### config.mk
export PLATFORM = sky130hd
export DESIGN_NAME = stream_argmax_classifier
export DESIGN_NICKNAME = d
export VERILOG_FILES = /design/src/rtl/nn_cls_pkg.sv /design/src/rtl/cls_onehot_decode.sv /design/src/rtl/stream_argmax_classifier.sv
export SDC_FILE = /design/constraint.sdc
export NUM_CORES = 1
export LEC_CHECK = 0
export ABC_AREA = 1
export BUFFER_PORTS_ARGS = -buffer_cell sky130_fd_sc_hd__buf_2
export CORE_ASPECT_RATIO = 1.4
export CORE_MARGIN = 2
export CORE_UTILIZATION = 40
export DETAILED_ROUTE_END_ITERATION = 10
export PLACE_DENSITY_LB_ADDON = 0.08
export SLEW_MARGIN = 40
export SYNTH_ARGS = -nofsm -noshare
export SYNTH_HDL_FRONTEND = slang
export SYNTH_HIERARCHICAL = 1
export SYNTH_SLANG_ARGS = --single-unit
### constraint.sdc
create_clock -name clk -period 2.5 [get_ports clk]
set_input_delay 0.25 -clock clk [delete_from_list [all_inputs] [get_ports clk]]
set_output_delay 0.25 -clock clk [all_outputs]
set_load 0.02 [all_outputs]
### src/rtl/nn_cls_pkg.sv
// Shared types and constants for the streaming argmax classifier.
package nn_cls_pkg;

    localparam int unsigned BYTE_W = 8;

    typedef enum logic [1:0] {
        CLS_IDLE  = 2'd0,
        CLS_ACCUM = 2'd1,
        CLS_DONE  = 2'd2
    } cls_state_e;

    // Bit pattern of the most negative two's-complement value of the given width.
    function automatic logic [63:0] cls_min_score(input int unsigned data_w);
        return 64'd1 << (data_w - 1);
    endfunction

endpackage

### src/rtl/cls_onehot_decode.sv
// Index to one-hot decoder with byte slicer; purely combinational.
module cls_onehot_decode
    import nn_cls_pkg::*;
#(
    parameter int unsigned NODES = 16,
    parameter int unsigned IDX_W = $clog2(NODES),
    parameter int unsigned SEL_W = 1
) (
    input  logic               en_i,
    input  logic [IDX_W-1:0]   idx_i,
    input  logic [SEL_W-1:0]   byte_sel_i,
    output logic [NODES-1:0]   onehot_o,
    output logic [BYTE_W-1:0]  byte_o
);

    localparam int unsigned NBYTES = NODES / BYTE_W;

    always_comb begin
        onehot_o = '0;
        for (int unsigned i = 0; i < NODES; i++) begin
            onehot_o[i] = en_i && (idx_i == IDX_W'(i));
        end
    end

    // Selects that name no existing byte leave the output at zero.
    always_comb begin
        byte_o = '0;
        for (int unsigned b = 0; b < NBYTES; b++) begin
            if (byte_sel_i == SEL_W'(b)) begin
                byte_o = onehot_o[b*BYTE_W +: BYTE_W];
            end
        end
    end

endmodule

### src/rtl/stream_argmax_classifier.sv
// Streaming argmax over one job of signed scores with valid/ready in and out.
// Optional RUNNER_UP_EN adds second-best index and best-minus-second margin.
module stream_argmax_classifier
    import nn_cls_pkg::*;
#(
    parameter int unsigned DATA_W    = 8,
    parameter int unsigned MAX_NODES = 16,
    localparam int unsigned IDX_W    = $clog2(MAX_NODES),
    localparam int unsigned SEL_W    = (MAX_NODES / 8 > 1) ? $clog2(MAX_NODES / 8) : 1
) (
    input  logic                     clk,
    input  logic                     reset_n,
    input  logic                     start,
    input  logic [IDX_W:0]           num_nodes,
    output logic                     busy,
    input  logic                     in_valid,
    output logic                     in_ready,
    input  logic signed [DATA_W-1:0] in_score,
    output logic                     out_valid,
    input  logic                     out_ready,
    output logic [IDX_W-1:0]         class_idx,
    output logic [MAX_NODES-1:0]     class_onehot,
    input  logic [SEL_W-1:0]         byte_sel,
    output logic [BYTE_W-1:0]        class_byte,
    output logic signed [DATA_W-1:0] max_score
`ifdef RUNNER_UP_EN
    ,
    output logic [IDX_W-1:0]         second_idx,
    output logic [DATA_W:0]          margin
`endif
);

    localparam logic signed [DATA_W-1:0] MIN_S = DATA_W'(cls_min_score(DATA_W));
    localparam logic [IDX_W:0]           MAX_N = (IDX_W + 1)'(MAX_NODES);

    cls_state_e                state_q, state_d;
    logic [IDX_W:0]            n_q, n_d;
    logic [IDX_W-1:0]          cnt_q, cnt_d;
    logic signed [DATA_W-1:0]  best_q, best_d;
    logic [IDX_W-1:0]          best_idx_q, best_idx_d;
    logic                      busy_q, busy_d;
    logic                      in_ready_q, in_ready_d;
    logic                      out_valid_q, out_valid_d;
    logic [IDX_W-1:0]          class_idx_q, class_idx_d;
    logic signed [DATA_W-1:0]  max_score_q, max_score_d;
    logic                      res_vld_q, res_vld_d;

    logic                      accept;
    logic                      last_beat;
    logic                      take;
    logic signed [DATA_W-1:0]  best_nxt;
    logic [IDX_W-1:0]          idx_nxt;
    logic [IDX_W:0]            n_clamped;

`ifdef RUNNER_UP_EN
    logic signed [DATA_W-1:0]  sec_q, sec_d;
    logic [IDX_W-1:0]          sec_idx_q, sec_idx_d;
    logic [IDX_W-1:0]          second_idx_q, second_idx_d;
    logic [DATA_W:0]           margin_q, margin_d;
    logic signed [DATA_W-1:0]  sec_nxt;
    logic [IDX_W-1:0]          sec_idx_nxt;
    logic [DATA_W:0]           margin_nxt;
`endif

    assign accept    = in_ready_q && in_valid;
    assign last_beat = ((IDX_W + 1)'(cnt_q)) == (n_q - (IDX_W + 1)'(1));
    assign take      = in_score >= best_q;
    assign best_nxt  = take ? in_score : best_q;
    assign idx_nxt   = take ? cnt_q : best_idx_q;
    assign n_clamped = ((num_nodes == '0) || (num_nodes > MAX_N)) ? MAX_N : num_nodes;

`ifdef RUNNER_UP_EN
    // The displaced best becomes runner-up; otherwise a score between the two replaces it.
    always_comb begin
        sec_nxt     = sec_q;
        sec_idx_nxt = sec_idx_q;
        if (take) begin
            sec_nxt     = best_q;
            sec_idx_nxt = best_idx_q;
        end else if (in_score >= sec_q) begin
            sec_nxt     = in_score;
            sec_idx_nxt = cnt_q;
        end
    end

    assign margin_nxt = {best_nxt[DATA_W-1], best_nxt} - {sec_nxt[DATA_W-1], sec_nxt};
`endif

    always_comb begin
        state_d     = state_q;
        n_d         = n_q;
        cnt_d       = cnt_q;
        best_d      = best_q;
        best_idx_d  = best_idx_q;
        class_idx_d = class_idx_q;
        max_score_d = max_score_q;
        res_vld_d   = res_vld_q;
`ifdef RUNNER_UP_EN
        sec_d        = sec_q;
        sec_idx_d    = sec_idx_q;
        second_idx_d = second_idx_q;
        margin_d     = margin_q;
`endif
        case (state_q)
            CLS_IDLE: begin
                if (start) begin
                    state_d    = CLS_ACCUM;
                    n_d        = n_clamped;
                    cnt_d      = '0;
                    best_d     = MIN_S;
                    best_idx_d = '0;
`ifdef RUNNER_UP_EN
                    sec_d     = MIN_S;
                    sec_idx_d = '0;
`endif
                end
            end
            CLS_ACCUM: begin
                if (accept) begin
                    best_d     = best_nxt;
                    best_idx_d = idx_nxt;
                    cnt_d      = cnt_q + IDX_W'(1);
`ifdef RUNNER_UP_EN
                    sec_d     = sec_nxt;
                    sec_idx_d = sec_idx_nxt;
`endif
                    if (last_beat) begin
                        state_d     = CLS_DONE;
                        cnt_d       = '0;
                        class_idx_d = idx_nxt;
                        max_score_d = best_nxt;
                        res_vld_d   = 1'b1;
`ifdef RUNNER_UP_EN
                        second_idx_d = (n_q == (IDX_W + 1)'(1)) ? '0 : sec_idx_nxt;
                        margin_d     = (n_q == (IDX_W + 1)'(1)) ? '0 : margin_nxt;
`endif
                    end
                end
            end
            CLS_DONE: begin
                if (out_valid_q && out_ready) begin
                    state_d = CLS_IDLE;
                end
            end
            default: state_d = CLS_IDLE;
        endcase
        busy_d      = (state_d != CLS_IDLE);
        in_ready_d  = (state_d == CLS_ACCUM);
        out_valid_d = (state_d == CLS_DONE);
    end

    always_ff @(posedge clk or negedge reset_n) begin
        if (!reset_n) begin
            state_q     <= CLS_IDLE;
            n_q         <= '0;
            cnt_q       <= '0;
            best_q      <= '0;
            best_idx_q  <= '0;
            busy_q      <= 1'b0;
            in_ready_q  <= 1'b0;
            out_valid_q <= 1'b0;
            class_idx_q <= '0;
            max_score_q <= '0;
            res_vld_q   <= 1'b0;
        end else begin
            state_q     <= state_d;
            n_q         <= n_d;
            cnt_q       <= cnt_d;
            best_q      <= best_d;
            best_idx_q  <= best_idx_d;
            busy_q      <= busy_d;
            in_ready_q  <= in_ready_d;
            out_valid_q <= out_valid_d;
            class_idx_q <= class_idx_d;
            max_score_q <= max_score_d;
            res_vld_q   <= res_vld_d;
        end
    end

`ifdef RUNNER_UP_EN
    always_ff @(posedge clk or negedge reset_n) begin
        if (!reset_n) begin
            sec_q        <= '0;
            sec_idx_q    <= '0;
            second_idx_q <= '0;
            margin_q     <= '0;
        end else begin
            sec_q        <= sec_d;
            sec_idx_q    <= sec_idx_d;
            second_idx_q <= second_idx_d;
            margin_q     <= margin_d;
        end
    end

    assign second_idx = second_idx_q;
    assign margin     = margin_q;
`endif

    assign busy      = busy_q;
    assign in_ready  = in_ready_q;
    assign out_valid = out_valid_q;
    assign class_idx = class_idx_q;
    assign max_score = max_score_q;

    // One-hot stays zero until the first result after reset.
    cls_onehot_decode #(
        .NODES (MAX_NODES),
        .IDX_W (IDX_W),
        .SEL_W (SEL_W)
    ) u_decode (
        .en_i       (res_vld_q),
        .idx_i      (class_idx_q),
        .byte_sel_i (byte_sel),
        .onehot_o   (class_onehot),
        .byte_o     (class_byte)
    );

endmodule

==> run_results.csv <==
group,metric,value,unit
run_status,run_status,"finished, final reports clean",
die,fp.dieH,96.3,µm
yosys,yosysTopAreaCell,"dfrtp_1",
timing,finalClockSkew,0.00643,ns
clocking,ctsResizeCount,0,
grt,grt_max_degree,40,
critical_path,worstSetupEndpointType,"register",
clocking,h-tree-depth,2,
route,first_pass_iters,4,
yosys,ys_warn_count,6,
final_layout,diodes,0,
final_layout,drive_gt1_frac,0.235,
route,drc,0,
die,initial_core_util,0.415,
yosys,synth_area_leaders,"dfrtp_1 40%, nand2_1 14%, inv_1 6.3%",
timing,worst_slew_pin_slew,0.538,ns
clocking,clockBufferDepth,2,
yosys,synth_nets,350,
place,hpwl,4380,µm
worst_hold_path,hold_class,"input port to register",
yosys,ys_types,32,
yosys,synth_edf_count,0,
critical_path,r2r_slack,0.40,ns
critical_path,r2r-end,"best_idx_q[1]",
pwr,p_per_area,1210,mW/mm²
die,core-area,0.00586,mm²
yosys,synth_area,0.00243,mm²
pwr,power_leakage,0.00160,µW
critical_path,crit_type,"register to register",
place,port-buffer-count,57,
critical_path,worstSetupStartpointType,"register",
pwr,p_total,3460,µW
critical_path,r2r_start,"best_q[7]",
worst_hold_path,hold_end,"n_q[2]",
clocking,post-cts-setup-buffer-count,0,
yosys,ys_seq_area_frac,0.401,
pwr,irDropWorstVdd,0.524,mV
critical_path,r2r_cells,10,
route,drtAntennaViolNets,0,
yosys,syn_area_per_cell,7.60,µm²
clocking,cts_made_buffers,5,
timing,min_period_over_period,0.839,
route,drt_wl_total,5790,µm
timing,drv_slew,0,
worst_hold_path,hold_start,"num_nodes[2]",
critical_path,crit_fanout,13,
route,first_iter_violations,82,
die,dieArea,0.00673,mm²
clocking,clk_latency,0.29,ns
route,wl_per_cell,12.9,µm
grt,grt_pass1_wl,9920,µm
clocking,clk_root_buffer_cell,"clkbuf_8",
timing,rsz0062_at_grt,"false",
yosys,synth-main-ff-cell,"dfrtp_1",
clocking,cts_tree,"built",
yosys,synth_top_area_share,0.401,
grt,antenna_found_initial,0,
final_layout,layout_common_cells,"89 x nand2_1, 56 x buf_2, 41 x inv_1, 39 x dfrtp_1, 28 x nor2_1",
critical_path,cp.arrival,2.30,ns
yosys,synth-seq-cells,39,
grt,grt.total_usage,0.186,
timing,slew_headroom,0.640,
job,cap_violations,0,
die,rows,33,
timing,max_freq,0.477,GHz
final_layout,nets,407,
final_layout,final_common_cell,"nand2_1",
grt,grt_pass1_vias,2205,
yosys,syn_inst,320,
route,num_vias,2236,
route,viasPerCell,4.99,
timing,hold_viol_final,0,
grt,grt_overflow,0,
critical_path,crit_required,2.71,ns
final_layout,area_growth,17.7,%
timing,setup-tns-final,0,ns
timing,post-route-min-period,2.10,ns
worst_hold_path,holdPathStages,3,
clocking,cts_sinks,39,
timing,setup_viol,0,
clocking,clkTransAtPathRegs,0.08,ns
yosys,ys_async_sr_fraction,1.00,
die,ioPinCount,58,
die,die_x,69.9,µm
place,place.gp.congestion,0.813,
where the power goes:
| group | leakage, µW | internal [µW] | switching (µW) |
|---|---|---|---|
| Sequential | 0.000496 | 899 | 181 |
| Combinational | 0.00105 | 624 | 1290 |
| Clock | 0.0000515 | 252 | 219 |
metal layers:
layer | vias up | track usage | part of all wire
li1 | 1146 | - | -
met1 | 1030 | 0.208 | 0.41
met4 | 0 | 0.0721 | 0.011
met3 | 9 | 0.0304 | 0.055
met2 | 51 | 0.351 | 0.52
met5 | - | 0 | 0
Yosys cell counts, types with 3 or more instances:
| master | n |
|---|---|
| ha_1 | 11 |
| dfrtp_1 | 39 |
| inv_2 | 3 |
| xnor2_1 | 4 |
| inv_1 | 41 |
| o21ai_1 | 12 |
| buf_2 | 6 |
| nand3_1 | 27 |
| nand4_1 | 17 |
| nand3_2 | 11 |
| o21ai_0 | 7 |
| nand2_1 | 89 |
| nor2_1 | 28 |
cell type report:
type / count / area, µm²
fill: 630 / 3000
multi-input combinational: 226 / 1210
sequential: 39 / 976
timing repair buffer: 60 / 313
inverter: 45 / 174
clock buffer: 8 / 100
tap: 70 / 87.6
logic make-up (layout without fill, tap and decap cells):
family | count (synthesis) | count (layout) | share of synthesized area
simple gates | 186 | 186 | 0.373
buf+inv | 55 | 113 | 0.0997
flops | 39 | 39 | 0.401
compound gates | 24 | 24 | 0.0514
fa+ha+maj | 11 | 11 | 0.0566
xor+xnor | 5 | 5 | 0.0180
how the worst max path moves through the flow:
stage	depth (start not counted)	end	from	slack, ns
after global placement	10	max_score[4]	best_q[7]	0.47
after CTS	10	best_idx_q[1]	best_q[7]	0.40
final	10	best_idx_q[1]	best_q[7]	0.40
after global routing	10	max_score[4]	best_q[7]	0.18
after detailed placement	10	best_idx_q[1]	best_q[7]	0.44
after floorplan	10	best_idx_q[2]	best_q[7]	0.80
metrics by stage:
step / setup slack [ns] / cell area [µm²] / hold slack, ns / utilization / std cells
after global placement: 0.466 / 2750 / 0.426 / 0.469 / 439
after CTS: 0.398 / 2870 / 0.207 / 0.489 / 448
after global routing: 0.176 / 2870 / 0.217 / 0.489 / 448
after floorplan: 0.804 / 2430 / -0.0456 / - / 320
final: 0.403 / 2870 / 0.217 / 0.489 / 448
after detailed placement: 0.439 / 2760 / 0.266 / 0.470 / 439
state kept, by name (all words and copies together), names as in the netlist:
register	cells
n_q	5
cnt_q	4
max_score	8
best_idx_q	4
in_ready	1
out_valid	1
state_q	2
res_vld_q	1
busy	1
class_idx	4
best_q	8
critical path: stages (launching register included):
cell and delay (ns):
dfrtp_1 0.35, inv_1 0.06, ha_1 0.34, nand2_1 0.09, nor2_1 0.15, nand2_1 0.11
nand3_2 0.22, nand3_2 0.30, nand2_1 0.20, nand3_1 0.09, o21ai_1 0.11
repair_timing:
| item | 4_1_cts | 5_1_grt |
|---|---|---|
| hold buffers | 1 | 0 |
| endpoints found under the setup margin | 0 | 0 |
| hold endpoints to repair | 39 | 0 |
Power figures use the tool's default switching activity.
